File: src/rtl/exception_ctrl_if.sv
// Decoder/core <-> exception controller bundle: cause, return, PC and MRS select in;
// redirect, acknowledge, status and system-register read data out.
interface exception_ctrl_if;
  logic [3:0]  EStatus;
  logic        ERet;
  logic        ExtIRQ;
  logic [63:0] PC;
  logic [1:0]  SysRegSel;
  logic        Exc;
  logic [63:0] ExcVector;
  logic [63:0] ERetPC;
  logic        ExtIAck;
  logic        InHandler;
  logic        Halt;
  logic [63:0] SysRegData;

  modport master (
    output EStatus, ERet, ExtIRQ, PC, SysRegSel,
    input  Exc, ExcVector, ERetPC, ExtIAck, InHandler, Halt, SysRegData
  );

  modport slave (
    input  EStatus, ERet, ExtIRQ, PC, SysRegSel,
    output Exc, ExcVector, ERetPC, ExtIAck, InHandler, Halt, SysRegData
  );
endinterface

File: src/rtl/exception_ctrl.sv
// Exception/interrupt controller: captures faulting PC and cause, redirects fetch to the vector,
// masks IRQs inside the handler and halts on a fault taken while already in the handler.
module exception_ctrl #(
  parameter logic [63:0] VEC_BASE = 64'h0000_0000_0000_00D8,
  parameter int          COUNT_W  = 16
) (
  input  logic           clk,
  input  logic           reset,
  exception_ctrl_if.slave bus
);

  typedef enum logic [1:0] {
    IDLE    = 2'b00,
    TAKE    = 2'b01,
    HANDLER = 2'b10,
    HALT    = 2'b11
  } state_t;

  state_t               state_r;
  state_t               state_s;
  logic                 capture_s;
  logic [63:0]          elr_r;
  logic [3:0]           esr_r;
  logic [COUNT_W-1:0]   exc_count_r;
  logic [63:0]          sys_reg_data_s;

  // State register; synchronous active-low reset has priority over every transition.
  always_ff @(posedge clk) begin
    if (!reset) begin
      state_r <= IDLE;
    end else begin
      state_r <= state_s;
    end
  end

  // Exception registers load PC/cause and bump the counter only on a capture.
  always_ff @(posedge clk) begin
    if (!reset) begin
      elr_r       <= 64'h0;
      esr_r       <= 4'h0;
      exc_count_r <= '0;
    end else if (capture_s) begin
      elr_r       <= bus.PC;
      esr_r       <= bus.EStatus;
      exc_count_r <= exc_count_r + {{(COUNT_W-1){1'b0}}, 1'b1};
    end else begin
      elr_r       <= elr_r;
      esr_r       <= esr_r;
      exc_count_r <= exc_count_r;
    end
  end

  // Next-state and capture decode; ERet outranks a new cause inside the handler.
  always_comb begin
    state_s   = state_r;
    capture_s = 1'b0;
    case (state_r)
      IDLE: begin
        if (bus.EStatus != 4'b0000) begin
          capture_s = 1'b1;
          state_s   = TAKE;
        end else begin
          state_s   = IDLE;
        end
      end
      TAKE: begin
        state_s = HANDLER;
      end
      HANDLER: begin
        if (bus.ERet) begin
          state_s = IDLE;
        end else if (bus.EStatus == 4'b0001) begin
          // Nested IRQ stays pending at the source until the handler returns.
          state_s = HANDLER;
        end else if (bus.EStatus != 4'b0000) begin
          capture_s = 1'b1;
          state_s   = HALT;
        end else begin
          state_s = HANDLER;
        end
      end
      HALT: begin
        state_s = HALT;
      end
      default: begin
        state_s = IDLE;
      end
    endcase
  end

  // MRS read mux, zero-extended to 64 bits.
  always_comb begin
    sys_reg_data_s = 64'h0;
    case (bus.SysRegSel)
      2'b00:   sys_reg_data_s = elr_r;
      2'b01:   sys_reg_data_s = {60'h0, esr_r};
      2'b10:   sys_reg_data_s = {{(64-COUNT_W){1'b0}}, exc_count_r};
      2'b11:   sys_reg_data_s = {62'h0, state_r};
      default: sys_reg_data_s = 64'h0;
    endcase
  end

  assign bus.Exc        = (state_r == TAKE);
  assign bus.ExtIAck    = (state_r == TAKE) && (esr_r == 4'b0001);
  assign bus.InHandler  = (state_r == HANDLER);
  assign bus.Halt       = (state_r == HALT);
  assign bus.ExcVector  = VEC_BASE;
  assign bus.ERetPC     = elr_r;
  assign bus.SysRegData = sys_reg_data_s;

endmodule

File: src/flat_wrapper.sv
// flat-port wrapper written by rule: the top's interface ports become plain ports
module exception_ctrl_flat 
#(
  parameter logic [63:0] VEC_BASE = 64'h0000_0000_0000_00D8,
  parameter int          COUNT_W  = 16
)
  (clk, reset, bus_EStatus, bus_ERet, bus_ExtIRQ, bus_PC, bus_SysRegSel, bus_Exc, bus_ExcVector, bus_ERetPC, bus_ExtIAck, bus_InHandler, bus_Halt, bus_SysRegData);
  exception_ctrl_if bus_i ();
  input  logic clk;
  input  logic reset;
  input wire logic [$bits(bus_i.EStatus)-1:0] bus_EStatus;
  input wire logic [$bits(bus_i.ERet)-1:0] bus_ERet;
  input wire logic [$bits(bus_i.ExtIRQ)-1:0] bus_ExtIRQ;
  input wire logic [$bits(bus_i.PC)-1:0] bus_PC;
  input wire logic [$bits(bus_i.SysRegSel)-1:0] bus_SysRegSel;
  output wire logic [$bits(bus_i.Exc)-1:0] bus_Exc;
  output wire logic [$bits(bus_i.ExcVector)-1:0] bus_ExcVector;
  output wire logic [$bits(bus_i.ERetPC)-1:0] bus_ERetPC;
  output wire logic [$bits(bus_i.ExtIAck)-1:0] bus_ExtIAck;
  output wire logic [$bits(bus_i.InHandler)-1:0] bus_InHandler;
  output wire logic [$bits(bus_i.Halt)-1:0] bus_Halt;
  output wire logic [$bits(bus_i.SysRegData)-1:0] bus_SysRegData;
  assign bus_i.EStatus = bus_EStatus;
  assign bus_i.ERet = bus_ERet;
  assign bus_i.ExtIRQ = bus_ExtIRQ;
  assign bus_i.PC = bus_PC;
  assign bus_i.SysRegSel = bus_SysRegSel;
  assign bus_Exc = bus_i.Exc;
  assign bus_ExcVector = bus_i.ExcVector;
  assign bus_ERetPC = bus_i.ERetPC;
  assign bus_ExtIAck = bus_i.ExtIAck;
  assign bus_InHandler = bus_i.InHandler;
  assign bus_Halt = bus_i.Halt;
  assign bus_SysRegData = bus_i.SysRegData;
  exception_ctrl #(.VEC_BASE(VEC_BASE), .COUNT_W(COUNT_W)) u_core (.clk(clk), .reset(reset), .bus(bus_i));
endmodule
File: config.mk
export PLATFORM = sky130hd
export DESIGN_NAME = exception_ctrl_flat
export DESIGN_NICKNAME = d
export VERILOG_FILES = /design/src/rtl/exception_ctrl_if.sv /design/src/rtl/exception_ctrl.sv /design/src/flat_wrapper.sv
export SDC_FILE = /design/constraint.sdc
export NUM_CORES = 1
export LEC_CHECK = 0
export CORE_MARGIN = 8
export CORE_UTILIZATION = 37
export CTS_BUF_LIST = sky130_fd_sc_hd__clkbuf_16
export DETAILED_ROUTE_END_ITERATION = 16
export PLACE_DENSITY = 0.86
export SYNTH_ARGS = -nofsm -noshare
export SYNTH_HDL_FRONTEND = slang
export SYNTH_SLANG_ARGS = --single-unit
File: constraint.sdc
create_clock -name clk -period 2.2 [get_ports clk]
set_input_delay 0.22 -clock clk [delete_from_list [all_inputs] [get_ports clk]]
set_output_delay 0.22 -clock clk [all_outputs]
set_load 0.02 [all_outputs]
==> run_results.csv <==
group,metric,value,unit
synthesis,netlist_area,0.00429,mm²
floorplanning,die_w,124,µm
clock_tree,clock-sinks,86,
detailed_routing,dr.pass1.iters,4,
global_routing,grt_overflow,0,
detailed_routing,post_drt_wl_per_cell,15.6,µm
detailed_routing,drc,0,
status,status,"finished, final reports clean",
placed_design,hpwl,10.8,mm
floorplanning,rows,39,
critical_path,critPathCaptureType,"output pin",
placed_design,dp_cells,892,
layout,layout-drive-gt1-share,5.75,%
placed_design,io_buffers,204,
synthesis,post_synth_fa_ha_maj_area_fraction,0.292,%
placed_design,placed_area,0.00634,mm²
detailed_routing,drtIter0Drc,225,
critical_path,max_stage_delay,540,ps
sta,setup_tns,0,ps
sta,slew_headroom,66.3,%
global_routing,grt_pass1_wl,20.9,mm
floorplanning,die_area,0.0153,mm²
critical_path,critPathKind,"in2out",
clock_tree,cts_max_level,3,
synthesis,synth_top_family_by_area,"simple AND/OR/NAND/NOR gates",
detailed_routing,wirelength,14.2,mm
critical_path,required,1980,ps
clock_tree,cts_buffers,9,
clock_tree,insertion_delay,320,ps
sta,setup_viol_count_final,0,
synthesis,synthCells,563,
critical_path,critical-path-slowest-cell,"clkdlybuf4s50_1",
clock_tree,clkSlewWorstSetupHoldPaths,70,ps
floorplanning,ios,270,
sta,fin_crit_sh,96.5,%
sta,fmax,0.471,GHz
synthesis,muxShareOfSynthArea,4.55,%
global_routing,grt_max_degree,54,
global_routing,grt_usage,16.8,%
critical_path,cp_top_family,"buffers and inverters",
clock_tree,root_buffer,"clkbuf_16",
layout,multi_input_area,0.00217,mm²
layout,area_growth,58.5,%
sta,drv_slew,0,
synthesis,synth_compound_area_share,12.5,%
critical_path,cp_max_fo,12,
critical_path,cp-start-kind,"primary input",
detailed_routing,vias_per_cell,4.71,
critical_path,cp_num_buf_inv,4,
floorplanning,start_util,37.7,%
sta,setup_ws,76.7,ps
placed_design,globalplace.congestion,0.746,
synthesis,synthSimpleGateAreaFrac,26.8,%
global_routing,antenna_found_initial,0,
layout,antenna_cells,0,
critical_path,arrival,1900,ps
synthesis,netlist-cell-type-count,35,
sta,worst_hold_slack,442,ps
global_routing,grt_pass1_vias,4087,
layout,layout.cells.non_filler,908,
detailed_routing,ant_nets,0,
detailed_routing,vias,4275,
layout,seqCellArea,0.00172,mm²
floorplanning,die_y,124,µm
sta,tightest_slew,506,ps
synthesis,synth-seq-area-share,40.1,%
sta,finClkSkew,8.17,ps
layout,nets,835,
power_and_ir_drop,power,4.96,mW
min_path,hold_path_class,"in2reg",
sta,min_period,2120,ps
clock_tree,cts.path.max_buffers,2,
sta,finalHoldViolCount,0,
clock_tree,postCtsSetupRepairBufs,0,
power_and_ir_drop,p_per_area,729,mW/mm²
synthesis,ys_ff_latch,86,
clock_tree,cts_tree,"yes",
floorplanning,core,0.0114,mm²
layout,post-route-util,59.8,%
synthesis,synth.avg_cell_area,7.62,µm²
sta,rsz0062_at_grt,"no",
synthesis,yosysWarnings,0,
flow_run,maxCapViolCount,0,
placed_design,pre_cts_slack,7.89,ps
layout,final_area,0.00680,mm²
synthesis,synth-xor-area-share,0.204,%
critical_path,cp_cell_sequence,"clkdlybuf4s50_1, buf_4, buf_4, mux2i_1, nor2_1, clkdlybuf4s50_1",
power_and_ir_drop,p_leak,3.53,nW
layout,n_fill_cell,997,
power_and_ir_drop,max-vdd-ir-drop,0.000530,V
-- metal layers --
metal  routed length (µm)  track usage, %
met1                 5400            18.4
met2                 7350            30.3
met3                 1320            6.07
met4                  112            3.91
met5                    0               0
-- layout by cell type (no fill, tap or decap), types with 15 or more instances in the layout --
cell type | Yosys | routed
a21oi_1 | 83 | 83
and2_1 | 50 | 50
buf_4 | 65 | 19
clkdlybuf4s50_1 | 0 | 155
conb_1 | 2 | 64
dfxtp_1 | 86 | 86
dlymetal6s2s_1 | 0 | 47
mux2i_1 | 15 | 15
nand2_1 | 147 | 147
nor2_1 | 17 | 16
-- cells in the mapped netlist (all sizes together) --
master / count / area (µm²)
dfxtp: 86 / 1720
and2: 50 / 313
o31ai: 4 / 30.0
and4: 2 / 17.5
mux4: 2 / 45.0
a21oi: 83 / 415
clkbuf: 34 / 128
and3b: 1 / 8.76
or3: 9 / 56.3
nor4: 2 / 12.5
xnor2: 1 / 8.76
mux2i: 15 / 150
or4: 4 / 30.0
and3: 1 / 6.26
nor2: 17 / 63.8
inv: 3 / 11.3
o32a: 1 / 11.3
nand2: 147 / 552
nand4: 2 / 12.5
nor2b: 3 / 18.8
or3b: 1 / 8.76
conb: 2 / 7.51
buf: 69 / 519
o31a: 1 / 8.76
o32ai: 1 / 8.76
and4b: 1 / 10.0
nand2b: 1 / 6.26
o21a: 1 / 7.51
ha: 1 / 12.5
nor3: 1 / 5.00
o21ai: 11 / 55.1
nand3: 6 / 30.0
-- worst reg2reg max path: cells and delay by family (launching register included) --
kind / cells / cell delay, ps
AOI/OAI and AO/OA: 2 / 510
DFF: 1 / 310
and+or+nand+nor: 2 / 950
-- cell type report --
type                       count  area share, %
multi-input combinational    433           31.8
clock inverter                 7           1.77
clock buffer                   9           3.31
sequential                    86           25.3
timing repair buffer         227           35.0
tap                          143           2.63
inverter                       3          0.166
-- where the power goes --
part           internal (mW)  switching (mW)  leakage [nW]
clock                   1.12           0.635         0.168
combinational          0.619           0.771          2.65
sequential              1.70           0.120         0.708
-- flip-flops by register name, indices dropped and copies added, names as in the netlist --
name                cells
u_core.bus.ERetPC      64
u_core.exc_count_r     16
u_core.esr_r            4
u_core.state_r          2
-- kinds of logic after synthesis --
logic type	after synthesis
adder cells (fa/ha/maj)	1
buffers and inverters	106
other	2
AO/OA/AOI/OAI	102
flip-flops	86
XOR/XNOR	1
multiplexers	17
AND/OR/NAND/NOR	248
-- path summary, 6_finish.rpt --
path                         start                      to  slack, ps  depth (start not counted)
max               bus_SysRegSel[1]       bus_SysRegData[9]         80                          6
max reg2reg      u_core.state_r[0]  u_core.exc_count_r[15]        360                          4
min                     bus_PC[37]   u_core.bus.ERetPC[37]        440                          3
min reg2reg  u_core.bus.ERetPC[37]   u_core.bus.ERetPC[37]        460                          2
-- timing repair --
item	4_1_cts	5_1_grt
cloned	0	0
setup endpoints to repair	2	47
resized for setup	2	47
hold buffers	0	0
No activity file was read; power rests on OpenSTA's default activity.
